$ cat src/rtl/writeback_if.sv
// Shared core types and the AXI-stream style interface carrying wb_t beats
// from the memory stage into writeback.
package core;
    typedef logic [31:0] word_t;
    typedef logic [4:0]  reg_addr_t;

    typedef enum logic [4:0] {
        NULL, LUI, AUIPC, JAL, JALR,
        BEQ, BNE, BLT, BGE, BLTU, BGEU,
        LOAD_BYTE, LOAD_HALF, LOAD_WORD, LOAD_BYTE_U, LOAD_HALF_U,
        STORE_BYTE, STORE_HALF, STORE_WORD,
        ADD, SUB, SLL, SLT, SLTU, XOR, SRL, SRA, OR, AND,
        FENCE, ECALL, EBREAK
    } op_t;

    typedef struct packed {
        op_t op;
    } ctrl_t;

    typedef struct packed {
        reg_addr_t addr;
        word_t     data;
    } rd_t;

    typedef struct packed {
        rd_t rd;
    } data_t;

    typedef struct packed {
        ctrl_t ctrl;
        data_t data;
    } wb_t;

    function automatic logic is_store(input op_t op);
        return op inside {STORE_BYTE, STORE_HALF, STORE_WORD};
    endfunction

    function automatic logic is_branch(input op_t op);
        return op inside {BEQ, BNE, BLT, BGE, BLTU, BGEU};
    endfunction
endpackage

interface axis;
    logic        tvalid;
    logic        tready;
    core::wb_t   tdata;

    modport master (output tvalid, output tdata, input tready);
    modport slave  (input tvalid, input tdata, output tready);
endinterface

$ cat src/rtl/writeback.sv
// Writeback stage: commits wb_t beats into the 32x32 register file, counts retirements.
// Optional WRITEBACK_BYPASS_EN: same-cycle write-through forwarding on both read ports.
module writeback #(
    parameter int unsigned XLEN         = 32,
    parameter logic [63:0] INSTRET_INIT = 64'h0
) (
    input  logic            aclk,
    input  logic            aresetn,
    axis.slave              up,
    input  logic            hold,
    input  logic [4:0]      rs1_addr,
    output logic [XLEN-1:0] rs1_data,
    input  logic [4:0]      rs2_addr,
    output logic [XLEN-1:0] rs2_data,
    output logic            retire,
    output logic [63:0]     instret
);

    if (XLEN != $bits(core::word_t)) begin : g_bad_xlen
        $error("writeback: XLEN must equal the width of core::word_t");
    end

    logic [XLEN-1:0] r_regs [0:31];
    logic            r_retire;
    logic [63:0]     r_instret;

    core::op_t       w_op;
    logic [4:0]      w_rd_addr;
    logic [XLEN-1:0] w_rd_data;
    logic            w_accept;
    logic            w_we;
    logic [XLEN-1:0] w_rs1;
    logic [XLEN-1:0] w_rs2;

    assign up.tready = ~hold;

    always_comb begin
        w_op      = up.tdata.ctrl.op;
        w_rd_addr = up.tdata.data.rd.addr;
        w_rd_data = up.tdata.data.rd.data;
        w_accept  = up.tvalid & ~hold;
        w_we      = w_accept & (w_op != core::NULL) & ~core::is_store(w_op)
                  & ~core::is_branch(w_op) & (w_rd_addr != '0);
    end

    // Array is deliberately not reset; a beat arriving in the reset cycle is dropped.
    always_ff @(posedge aclk) begin
        if (aresetn && w_we) begin
            r_regs[w_rd_addr] <= w_rd_data;
        end
    end

    always_ff @(posedge aclk) begin
        if (!aresetn) begin
            r_retire  <= 1'b0;
            r_instret <= INSTRET_INIT;
        end else begin
            r_retire <= w_accept;
            if (w_accept) begin
                r_instret <= r_instret + 64'd1;
            end
        end
    end

    // w_we already excludes rd=0, so forwarding never overrides the x0 zero.
    always_comb begin
        w_rs1 = (rs1_addr == '0) ? '0 : r_regs[rs1_addr];
        w_rs2 = (rs2_addr == '0) ? '0 : r_regs[rs2_addr];
`ifdef WRITEBACK_BYPASS_EN
        if (w_we && (rs1_addr == w_rd_addr)) begin
            w_rs1 = w_rd_data;
        end
        if (w_we && (rs2_addr == w_rd_addr)) begin
            w_rs2 = w_rd_data;
        end
`else
`endif
    end

    assign rs1_data = w_rs1;
    assign rs2_data = w_rs2;
    assign retire   = r_retire;
    assign instret  = r_instret;

endmodule

$ cat src/flat_wrapper.sv
// flat-port wrapper written by rule: the top's interface ports become plain ports
module writeback_flat 
#(
    parameter int unsigned XLEN         = 32,
    parameter logic [63:0] INSTRET_INIT = 64'h0
)
  (aclk, aresetn, hold, rs1_addr, rs1_data, rs2_addr, rs2_data, retire, instret, up_tvalid, up_tdata, up_tready);
  axis up_i ();
  input  logic aclk;
  input  logic aresetn;
  input  logic hold;
  input  logic [4:0] rs1_addr;
  output logic [XLEN-1:0] rs1_data;
  input  logic [4:0] rs2_addr;
  output logic [XLEN-1:0] rs2_data;
  output logic retire;
  output logic [63:0] instret;
  input wire logic [$bits(up_i.tvalid)-1:0] up_tvalid;
  input wire logic [$bits(up_i.tdata)-1:0] up_tdata;
  output wire logic [$bits(up_i.tready)-1:0] up_tready;
  assign up_i.tvalid = up_tvalid;
  assign up_i.tdata = up_tdata;
  assign up_tready = up_i.tready;
  writeback #(.XLEN(XLEN), .INSTRET_INIT(INSTRET_INIT)) u_core (.aclk(aclk), .aresetn(aresetn), .up(up_i), .hold(hold), .rs1_addr(rs1_addr), .rs1_data(rs1_data), .rs2_addr(rs2_addr), .rs2_data(rs2_data), .retire(retire), .instret(instret));
endmodule
$ cat config.mk
export PLATFORM = sky130hd
export DESIGN_NAME = writeback_flat
export DESIGN_NICKNAME = d
export VERILOG_FILES = /design/src/rtl/writeback_if.sv /design/src/rtl/writeback.sv /design/src/flat_wrapper.sv
export SDC_FILE = /design/constraint.sdc
export NUM_CORES = 1
export LEC_CHECK = 0
export ABC_AREA = 0
export CORE_UTILIZATION = 55
export DETAILED_ROUTE_END_ITERATION = 10
export GPL_ROUTABILITY_DRIVEN = 0
export GPL_TIMING_DRIVEN = 1
export PLACE_DENSITY_LB_ADDON = 0.12
export SYNTH_ARGS = -nofsm -noshare
export SYNTH_HDL_FRONTEND = slang
export SYNTH_SLANG_ARGS = --single-unit
$ cat constraint.sdc
create_clock -name aclk -period 4.6 [get_ports aclk]
set_input_delay 1.38 -clock aclk [delete_from_list [all_inputs] [get_ports aclk]]
set_output_delay 1.38 -clock aclk [all_outputs]
set_load 0.005 [all_outputs]
==> flow_summary.json <==
{
  "cts_buffers": 111,
  "clkSinkCount": 1089,
  "setup_viol": 23,
  "drv_cap": 0,
  "maxSlewHeadroom": 0.146,
  "vias": 32254,
  "crit_path_start_kind": "primary input",
  "first_pass_iters": 5,
  "yosys_most_used_dff": "edfxtp_1",
  "clock_latency_ps": 690,
  "cts_htree_levels": 3,
  "initial_core_util": 0.557,
  "root_buffer": "clkbuf_16",
  "criticalPathCategory": "in2out",
  "min_period_over_period": 1.03,
  "critical_path_peak_fanout": 6,
  "path_cells": "buf_16, buf_12, buf_16, buf_6, buf_8, buf_6, mux4_2, a221oi_4, a221oi_2, buf_2",
  "dieArea_um2": 92800,
  "ys_seq_area_frac": 0.636,
  "drtIter0Drc": 4340,
  "worst_slack_ps": -133,
  "area_growth_pct": 27.2,
  "rrSetupSlack_ps": 1820,
  "io_buffers": 185,
  "nets": 3344,
  "grt_pass1_wl_um": 229000,
  "fin_crit_ps": 4730,
  "drc": 0,
  "drive_gt1_frac": 0.449,
  "hold_depth": 2,
  "critPathBufInv": 7,
  "die_h_um": 305,
  "nFillCells": 5449,
  "die_x_um": 305,
  "cts.clk_slew.worst_paths_ps": 60,
  "track_usage": 0.347,
  "std_cell_rows": 110,
  "antenna_left": 0,
  "leakage_nw": 21.5,
  "whs_ps": 493,
  "syn_area_per_cell_um2": 18.9,
  "failed_checks": "negative setup slack",
  "synth_edf_count": 1024,
  "hpwl_um": 98300,
  "totalWireLength_um": 160000,
  "synth_cell_types": 51,
  "fin_skew_ps": 17.5,
  "cts_hold_buffers": 0,
  "core_um2": 90400,
  "hold_viol_final": 0,
  "syn_area_um2": 50400,
  "whs_endpoint": "u_core.instret[63]$_SDFFE_PN0N_",
  "max_freq_ghz": 0.211,
  "synthCells": 2660,
  "ios": 186,
  "hold_path.class": "reg2reg",
  "required_ps": 3220,
  "via_per_inst": 7.07,
  "rsz0062_at_grt": "true",
  "cts_tree": "done",
  "crit_family": "buffers and inverters",
  "synth-seq-cells": 1089,
  "cp-end-kind": "primary output",
  "power_density_nw_per_um2": 354,
  "globalRoute.totalOverflow": 0,
  "grt_max_degree": 60,
  "tns_ps": -1130,
  "cpMaxStageDelayCell": "mux4_2",
  "maxSlewViolCount": 0,
  "ir_worst_vdd_mv": 0.310,
  "worstReg2RegStart": "u_core.instret[2]$_SDFFE_PN0N_",
  "async_reset_ff_frac": 0,
  "cp_data_arrival_time_ps": 3350,
  "ff2ff_path_depth": 5,
  "antenna_found_initial": 8,
  "crit_path_max_incr_delay_ps": 530,
  "r2r-end": "u_core.instret[48]$_SDFFE_PN0N_",
  "ys_warn_count": 0,
  "hp-start": "u_core.instret[63]$_SDFFE_PN0N_",
  "cts.path.max_buffers": 3,
  "grt_pass1_vias": 32799,
  "wl_per_cell_um": 35.1,
  "status": "finished with violations",
  "tightestPinTransition_ps": 1280
}
-- timing repair --
item                                    CTS  global route
endpoints found under the hold margin     0             0
gates cloned                             13             4
setup buffers                            97            64
resized for setup                       524           142
pin swaps                                80            64
endpoints found under the setup margin   64            59
-- stage by stage --
stage	std cells	utilization	area, um2	total power (W)	setup slack, ps
6_report	4560	0.709	64100	0.0227	-133
5_1_grt	4560	0.709	64100	0.0232	-165
4_1_cts	4507	0.700	63300	0.0226	-146
3_5_place_dp	4198	0.630	57000	0.0131	-798
3_3_place_gp	4198	0.630	57000	0.0131	-686
2_1_floorplan	2691	-	50500	0.0121	7.34
-- logic make-up (layout without fill, tap and decap cells) --
kind of cell | count (synthesis) | after routing | synth area share
AND/OR/NAND/NOR | 341 | 341 | 0.0344
multiplexers | 702 | 702 | 0.267
other | 1 | 34 | 0.0000744
adder cells (fa/ha/maj) | 1 | 1 | 0.000248
AO/OA/AOI/OAI | 288 | 288 | 0.0399
flip-flops | 1089 | 1089 | 0.636
buffers and inverters | 212 | 903 | 0.0179
XOR/XNOR | 26 | 26 | 0.00452
-- sequential cells by signal, indices dropped and copies added (netlist names) --
register and flops:
u_core.r_regs 1024, u_core.retire 1, u_core.instret 64
-- worst min-delay path, cell delays in order, from the launching register on --
cell,delay [ps]
dfxtp_1,320
nand2_1,60
mux2i_1,60
-- Yosys cell counts (5+ instances only) --
library cell / instances / area share
nor2_1: 142 / 0.011
o21ai_0: 46 / 0.0046
clkbuf_1: 102 / 0.0076
nor2b_1: 6 / 0.00074
nand4b_1: 5 / 0.00087
a21oi_1: 73 / 0.0072
nand2_1: 36 / 0.0027
a221oi_1: 107 / 0.019
and3_1: 8 / 0.00099
buf_1: 19 / 0.0014
o31ai_1: 6 / 0.00089
mux2_2: 20 / 0.0045
nand3_1: 28 / 0.0028
or4_1: 6 / 0.00089
nand2b_1: 8 / 0.00099
nand4_1: 27 / 0.0034
edfxtp_1: 1024 / 0.61
inv_1: 12 / 0.00089
or3_1: 25 / 0.0031
a21o_1: 42 / 0.0063
buf_2: 75 / 0.0074
mux4_2: 512 / 0.23
or2_2: 5 / 0.00062
nor3_1: 10 / 0.00099
and2_1: 6 / 0.00074
nor4_1: 13 / 0.0016
xor2_1: 15 / 0.0026
xnor2_1: 11 / 0.0019
mux2i_1: 170 / 0.034
dfxtp_1: 65 / 0.026
-- worst max-delay path by stage --
stage | cells past startpoint | slack (ps) | from | to
2_1_floorplan | 7 | 7 | rs2_addr[1] | rs2_data[16]
3_3_place_gp | 7 | -690 | rs1_addr[1] | rs1_data[15]
3_5_place_dp | 7 | -800 | rs1_addr[1] | rs1_data[31]
4_1_cts | 12 | -150 | rs2_addr[1] | rs2_data[11]
5_1_grt | 10 | -170 | rs2_addr[1] | rs2_data[26]
6_report | 10 | -130 | rs2_addr[1] | rs2_data[26]
-- power by group --
part           internal [W]  switching [W]
registers            0.0109      0.0000260
logic               0.00119        0.00123
clock network       0.00548        0.00386
total                0.0176        0.00511
-- layer usage --
metal  track usage  vias up  routed length (um)
li1              -    12704                   -
met1         0.472    16974               58900
met2         0.552     2145               77300
met3        0.0711      421               16700
met4         0.143       10                7260
met5             0        -                  68
-- layout by cell type, fill, tap and decap left out, types with 25 or more instances in the layout --
master,instances
or3_1,25
nand2_1,35
nand3_1,28
nor2_1,85
conb_1,32
nor2_4,35
nand4_1,27
a221oi_4,30
a21oi_1,55
clkdlybuf4s50_1,111
clkinv_2,27
edfxtp_1,1024
a21o_1,42
buf_4,294
mux4_2,512
clkbuf_16,119
buf_6,61
o21ai_0,32
buf_12,110
a221oi_2,73
mux2i_2,30
dfxtp_1,65
mux2i_1,134
buf_2,48
-- final cells by class --
type                       count  area (um2)  share of cell area
sequential                  1089       32100               0.500
multi-input combinational   1390       19300               0.301
timing repair buffer         682        7540               0.118
clock buffer                 138        2970              0.0464
tap                         1176        1470              0.0229
clock inverter                70         768              0.0120
inverter                      13        48.8            0.000761
antenna                        2        5.00           0.0000780
No activity file was read; power rests on OpenSTA's default activity.
